`src/rtl/periph_bus_pkg.sv`:
```
// Shared types and constants for the two-requester peripheral bus arbiter.
// Holds the arbiter state encoding, bus geometry, read-latency bounds and
// the latched-transfer record used between arbitration and bus access.
package periph_bus_pkg;

   // Peripheral bus geometry: word address bits [23:1], 16-bit data.
   localparam int ADDR_HI = 23;
   localparam int ADDR_LO = 1;
   localparam int DATA_W  = 16;

   // Legal range of the peripheral read latency, in cycles.
   localparam int READ_LAT_MIN = 1;
   localparam int READ_LAT_MAX = 3;

   // Requester indices as carried by the grant logic and the latched transfer.
   localparam logic GRANT_M0 = 1'b0;
   localparam logic GRANT_M1 = 1'b1;

   typedef enum logic [1:0] {
      ST_IDLE   = 2'd0,
      ST_ACCESS = 2'd1,
      ST_WAIT   = 2'd2,
      ST_ACK    = 2'd3
   } arb_state_e;

   // Everything captured from the winning requester in IDLE; the bus access
   // is driven purely from this record so requester inputs may change freely
   // once it is latched.
   typedef struct packed {
      logic                    idx;
      logic                    we;
      logic [ADDR_HI:ADDR_LO]  addr;
      logic [DATA_W-1:0]       wdata;
   } xfer_t;

   // Number of extra WAIT cycles minus one, i.e. the value loaded into the
   // wait counter on leaving ACCESS. Only meaningful for latencies >= 2.
   function automatic logic [1:0] wait_init(input int read_lat);
      return (read_lat > 2) ? 2'(read_lat - 2) : 2'd0;
   endfunction

endpackage

```
`src/rtl/arb_grant_select.sv`:
```
// Combinational winner selection between the two requesters.
// Ports: req0/req1 - pending requests; last_grant - index granted last time;
//        grant_idx - index of the requester that wins this arbitration.
// Build option PERIPH_ARB_ROUND_ROBIN_EN: defined = alternate on contention,
// undefined = fixed priority with m0 always winning (last_grant ignored).
module arb_grant_select
   import periph_bus_pkg::*;
(
   input  logic req0,
   input  logic req1,
   input  logic last_grant,
   output logic grant_idx
);

`ifdef PERIPH_ARB_ROUND_ROBIN_EN
   // On contention hand the bus to whoever did not have it last; a lone
   // requester always wins.
   always_comb begin
      grant_idx = GRANT_M0;
      if (req0 && req1) begin
         grant_idx = (last_grant == GRANT_M0) ? GRANT_M1 : GRANT_M0;
      end else if (req1) begin
         grant_idx = GRANT_M1;
      end
   end
`else
   // Fixed priority: the pointer input exists only to keep one port list for
   // both builds.
   logic last_grant_unused;
   assign last_grant_unused = last_grant;

   always_comb begin
      grant_idx = GRANT_M0;
      if (!req0 && req1) begin
         grant_idx = GRANT_M1;
      end
   end
`endif

endmodule

```
`src/rtl/periph_bus_arbiter.sv`:
```
// Two-requester arbiter in front of a single 16-bit peripheral bus.
// Ports: clk, reset (async, active-high); m0_*/m1_* request/we/addr/wdata in,
//        ack out; rdata shared captured read data; bus_* peripheral side
//        (address, wdata, rdata, read/write strobes).
// Build option PERIPH_ARB_ROUND_ROBIN_EN selects round-robin arbitration with
// a last-grant pointer; without it m0 has fixed priority and no pointer exists.
//
// Transfer sequence: IDLE latches the winner, ACCESS drives the bus for one
// cycle, WAIT covers READ_LAT-1 cycles on reads, ACK pulses the winner's ack.
// Write ack arrives two cycles after the request is sampled, read ack
// 1+READ_LAT cycles after.
module periph_bus_arbiter
   import periph_bus_pkg::*;
#(
   parameter int READ_LAT = 1
)
(
   input  logic                    clk,
   input  logic                    reset,

   input  logic                    m0_req,
   input  logic                    m0_we,
   input  logic [ADDR_HI:ADDR_LO]  m0_addr,
   input  logic [DATA_W-1:0]       m0_wdata,
   output logic                    m0_ack,

   input  logic                    m1_req,
   input  logic                    m1_we,
   input  logic [ADDR_HI:ADDR_LO]  m1_addr,
   input  logic [DATA_W-1:0]       m1_wdata,
   output logic                    m1_ack,

   output logic [DATA_W-1:0]       rdata,

   output logic [ADDR_HI:ADDR_LO]  bus_address,
   output logic [DATA_W-1:0]       bus_wdata,
   input  logic [DATA_W-1:0]       bus_rdata,
   output logic                    bus_read_enable,
   output logic                    bus_write_enable
);

   // Out-of-range latencies are pulled into the supported window so the
   // wait counter never needs more than two bits.
   localparam int LAT = (READ_LAT < READ_LAT_MIN) ? READ_LAT_MIN :
                        (READ_LAT > READ_LAT_MAX) ? READ_LAT_MAX : READ_LAT;
   localparam logic [1:0] WAIT_INIT = wait_init(LAT);

   arb_state_e        state_q, state_d;
   xfer_t             xfer_q, xfer_d;
   logic [1:0]        wait_cnt_q, wait_cnt_d;
   logic [DATA_W-1:0] rdata_q, rdata_d;

   logic              any_req;
   logic              grant_idx;
   logic              last_grant;

   assign any_req = m0_req | m1_req;

   arb_grant_select u_grant (
      .req0       (m0_req),
      .req1       (m1_req),
      .last_grant (last_grant),
      .grant_idx  (grant_idx)
   );

`ifdef PERIPH_ARB_ROUND_ROBIN_EN
   // Last-grant pointer: resets to m1 so that m0 wins the first contention,
   // then follows every grant taken in IDLE.
   logic last_q, last_d;

   always_comb begin
      last_d = last_q;
      if ((state_q == ST_IDLE) && any_req) begin
         last_d = grant_idx;
      end
   end

   always_ff @(posedge clk or posedge reset) begin
      if (reset) begin
         last_q <= GRANT_M1;
      end else begin
         last_q <= last_d;
      end
   end

   assign last_grant = last_q;
`else
   assign last_grant = GRANT_M1;
`endif

   // Next-state and output decode. Bus outputs and acks are pure decodes of
   // the registered state, so an asynchronous reset clears them at once.
   always_comb begin
      state_d          = state_q;
      xfer_d           = xfer_q;
      wait_cnt_d       = wait_cnt_q;
      rdata_d          = rdata_q;
      bus_address      = '0;
      bus_wdata        = '0;
      bus_read_enable  = 1'b0;
      bus_write_enable = 1'b0;
      m0_ack           = 1'b0;
      m1_ack           = 1'b0;

      case (state_q)
         ST_IDLE: begin
            if (any_req) begin
               xfer_d.idx   = grant_idx;
               xfer_d.we    = (grant_idx == GRANT_M1) ? m1_we    : m0_we;
               xfer_d.addr  = (grant_idx == GRANT_M1) ? m1_addr  : m0_addr;
               xfer_d.wdata = (grant_idx == GRANT_M1) ? m1_wdata : m0_wdata;
               state_d      = ST_ACCESS;
            end
         end

         ST_ACCESS: begin
            bus_address      = xfer_q.addr;
            bus_wdata        = xfer_q.wdata;
            bus_write_enable = xfer_q.we;
            bus_read_enable  = ~xfer_q.we;
            if (xfer_q.we) begin
               state_d = ST_ACK;
            end else if (LAT == READ_LAT_MIN) begin
               // Single-cycle peripheral: data is taken on the edge leaving ACCESS.
               rdata_d = bus_rdata;
               state_d = ST_ACK;
            end else begin
               wait_cnt_d = WAIT_INIT;
               state_d    = ST_WAIT;
            end
         end

         ST_WAIT: begin
            if (wait_cnt_q == 2'd0) begin
               rdata_d = bus_rdata;
               state_d = ST_ACK;
            end else begin
               wait_cnt_d = wait_cnt_q - 2'd1;
            end
         end

         ST_ACK: begin
            m0_ack  = (xfer_q.idx == GRANT_M0);
            m1_ack  = (xfer_q.idx == GRANT_M1);
            state_d = ST_IDLE;
         end

         default: begin
            state_d = ST_IDLE;
         end
      endcase
   end

   always_ff @(posedge clk or posedge reset) begin
      if (reset) begin
         state_q    <= ST_IDLE;
         xfer_q     <= '0;
         wait_cnt_q <= '0;
         rdata_q    <= '0;
      end else begin
         state_q    <= state_d;
         xfer_q     <= xfer_d;
         wait_cnt_q <= wait_cnt_d;
         rdata_q    <= rdata_d;
      end
   end

   assign rdata = rdata_q;

endmodule

```
`config.mk`:
```
export PLATFORM = sky130hd
export DESIGN_NAME = periph_bus_arbiter
export DESIGN_NICKNAME = d
export VERILOG_FILES = /design/src/rtl/periph_bus_pkg.sv /design/src/rtl/arb_grant_select.sv /design/src/rtl/periph_bus_arbiter.sv
export SDC_FILE = /design/constraint.sdc
export NUM_CORES = 1
export LEC_CHECK = 0
export CORE_MARGIN = 3
export CORE_UTILIZATION = 40
export CTS_BUF_LIST = sky130_fd_sc_hd__clkbuf_16
export CTS_CLUSTER_DIAMETER = 40
export CTS_CLUSTER_SIZE = 16
export DETAILED_ROUTE_END_ITERATION = 7
export PLACE_DENSITY = 0.81
export RECOVER_POWER = 50
export REMOVE_ABC_BUFFERS = 1
export SLEW_MARGIN = 10
export SYNTH_ARGS = -nofsm -noshare
export SYNTH_HDL_FRONTEND = slang
export SYNTH_SLANG_ARGS = --single-unit
```
`constraint.sdc`:
```
create_clock -name clk -period 2.01 [get_ports clk]
set_input_delay 0.201 -clock clk [delete_from_list [all_inputs] [get_ports clk]]
set_output_delay 0.201 -clock clk [all_outputs]
set_load 0.05 [all_outputs]
```
==> flow_summary.json <==
{
  "placeableCoreArea_um2": 7331,
  "cts_hold_buf": 0,
  "htree_levels": 3,
  "relSlewSlack_pct": 0.3595,
  "path_max_fanout": 22,
  "drc": 0,
  "final_common_cell": "clkdlybuf4s50_1",
  "hp-class": "register to register",
  "synth_top_family_by_area": "multiplexers",
  "place_inst": 527,
  "clock_latency_ns": 0.31,
  "yosysWarnings": 0,
  "drt_first_pass_iters": 5,
  "finalNonFillerCells": 543,
  "syn_area_um2": 3053,
  "post_dp_cell_area_um2": 5181,
  "clock_sinks": 61,
  "grt_start_max_net_pins": 81,
  "wl_per_cell_um": 15.36,
  "synth_edf_count": 0,
  "yosys-top-cells-area": "dfrtp_1 50%, mux2i_1 14%, and2_1 8.2%",
  "ys_seq_area_share_pct": 50.00,
  "grt_setup_unrepaired": "false",
  "hpwl_um": 6303,
  "worstPathRequired_ns": 1.81,
  "antenna_found_initial": 0,
  "gp_congestion": 0.7337,
  "cp-start-kind": "register",
  "violations": "capacitance limit",
  "p_per_area_nw_per_um2": 1680,
  "area_delta_synth_final_pct": 77.79,
  "cts.clk_slew.worst_paths_ns": 0.05,
  "ys_async_sr_fraction_pct": 100.0,
  "rows": 31,
  "grtUsageTotal_pct": 19.48,
  "synth_compound_area_share_pct": 7.213,
  "io_pins": 159,
  "synth_cell_type_count": 22,
  "start_util_pct": 41.65,
  "numCtsBuffers": 9,
  "cap_violations": 1,
  "synth-xor-area-share_pct": 0.2869,
  "drt_iter0_drc": 101,
  "synth_simple_gate_area_share_pct": 15.33,
  "drive_above_1_share_pct": 18.92,
  "grt_pass1_wl_um": 13220,
  "grt-ovfl-total": 0,
  "mostFrequentLayoutCells": "115 x clkdlybuf4s50_1, 61 x dfrtp_1, 44 x buf_12",
  "port_buffers": 158,
  "die_w_um": 93.37,
  "finalSetupViolations": 0,
  "finalHoldViolations": 0,
  "via_per_inst": 4.751,
  "grt_pass1_vias": 2691,
  "synth_area_leader_cell": "dfrtp_1",
  "synth_fa_ha_area_share_pct": 2.049,
  "cts_buffer_depth": 2,
  "root_buffer": "clkbuf_16",
  "ir_worst_vdd_uv": 692.8,
  "ys_ff_latch": 61,
  "die-area_um2": 8717,
  "muxShareOfSynthArea_pct": 21.27,
  "fin_crit_ns": 1.868,
  "wl_um": 8342,
  "insertedDiodeCount": 0,
  "arrival_ns": 1.67,
  "skew_ns": 0.005321,
  "ant_nets": 0,
  "vias": 2580,
  "path_class": "register to output port",
  "layout.nets": 544,
  "netlist.area_leader.share_pct": 50.00,
  "fin_area_um2": 5428,
  "worst_pin_slew_ns": 1.495,
  "synth.avg_cell_area_um2": 10.86,
  "timing.fmax_mhz": 535.3,
  "syn_inst": 281,
  "cts_tree": "done",
  "worst_setup_path_end_kind": "output port",
  "die_h_um": 93.37,
  "drv_slew": 0,
  "p_leak_nw": 2.535,
  "finalCritPeriodShare_pct": 92.95,
  "status": "finished with violations",
  "synth-main-ff-cell": "dfrtp_1"
}
cell families (layout without fill, tap and decap cells):
family	Yosys count	count (layout)
multiplexers	59	59
AND/OR/NAND/NOR	88	88
adder cells (fa/ha/maj)	5	5
AO/OA/AOI/OAI	44	44
XOR/XNOR	1	1
buffers and inverters	23	186
flip-flops	61	61
worst paths after layout:
kind / start / slack, ns / cells after the start / end
setup / recovery: state_q[1] / 0.14 / 5 / bus_wdata[10]
hold / removal: xfer_q[16] / 0.46 / 2 / xfer_q[16]
setup reg to reg: state_q[0] / 0.17 / 6 / rdata[6]
hold reg to reg: xfer_q[16] / 0.46 / 2 / xfer_q[16]
max in group asynchronous: reset / 0.39 / 3 / xfer_q[26]
min in group asynchronous: reset / 0.73 / 3 / rdata[8]
metrics by stage:
stage / setup slack (ns) / setup TNS (ns) / hold slack, ns / total power [mW] / utilization, %
final: 0.1418 / 0 / 0.4647 / 9.117 / 74.04
after CTS: 0.07783 / 0 / 0.3022 / 9.237 / 74.52
after floorplan: -0.9748 / -43.46 / 0.2908 / 5.219 / -
after global placement: 0.3235 / 0 / 0.4522 / 7.595 / 70.68
after global routing: 0.01489 / 0 / 0.4980 / 9.594 / 74.04
after detailed placement: 0.2754 / 0 / 0.4621 / 7.751 / 70.68
repair_timing:
item | in CTS | in global routing
setup buffers | 0 | 0
endpoints found under the setup margin | 0 | 1
resized for setup | 0 | 1
cell usage after synthesis, types with 2 or more instances:
cell / n
dfrtp_1: 61
mux2i_1: 42
and2_1: 40
nand2_1: 40
o21ai_0: 40
clkbuf_1: 13
mux2_4: 10
mux2_2: 7
ha_1: 5
inv_1: 5
buf_4: 4
a21oi_1: 3
nor2b_1: 2
power breakdown:
| group | leakage (nW) | total (mW) | internal, mW | switching, mW |
|---|---|---|---|---|
| Combinational | 1.65 | 5.54 | 2.50 | 3.05 |
| Clock | 0.141 | 1.44 | 0.938 | 0.507 |
| Sequential | 0.744 | 2.13 | 1.83 | 0.301 |
| Total | 2.53 | 9.12 | 5.26 | 3.86 |
sequential cells by signal, summed over array words and instances (netlist names):
name        cells
state_q         2
wait_cnt_q      2
rdata          16
xfer_q         41
final cells by class:
type                    count  area [um2]
clock buffers               9       225.2
clock inverters             7       56.30
fillers                   500        1903
inverters                   5       18.77
multi-input cells         197        1406
flip-flops and latches     61        1526
well taps                  99       123.9
repair buffers            165        2071
critical path, cell delays in order (launching register included):
cell     delay, ns
dfrtp_1       0.40
inv_1         0.09
ha_1          0.23
buf_4         0.25
and2_1        0.22
buf_12        0.15
metal layers:
layer / routed length, um / vias up / track usage, % / share of wire, %
met2: 4410 / 109 / 35.56 / 53
met1: 3150 / 1209 / 21.72 / 38
met3: 713 / 5 / 5.953 / 8.5
met5: 0 / - / 0 / 0
met4: 68 / 0 / 5.495 / 0.82
li1: - / 1257 / - / -
No activity file was read; power rests on OpenSTA's default activity.
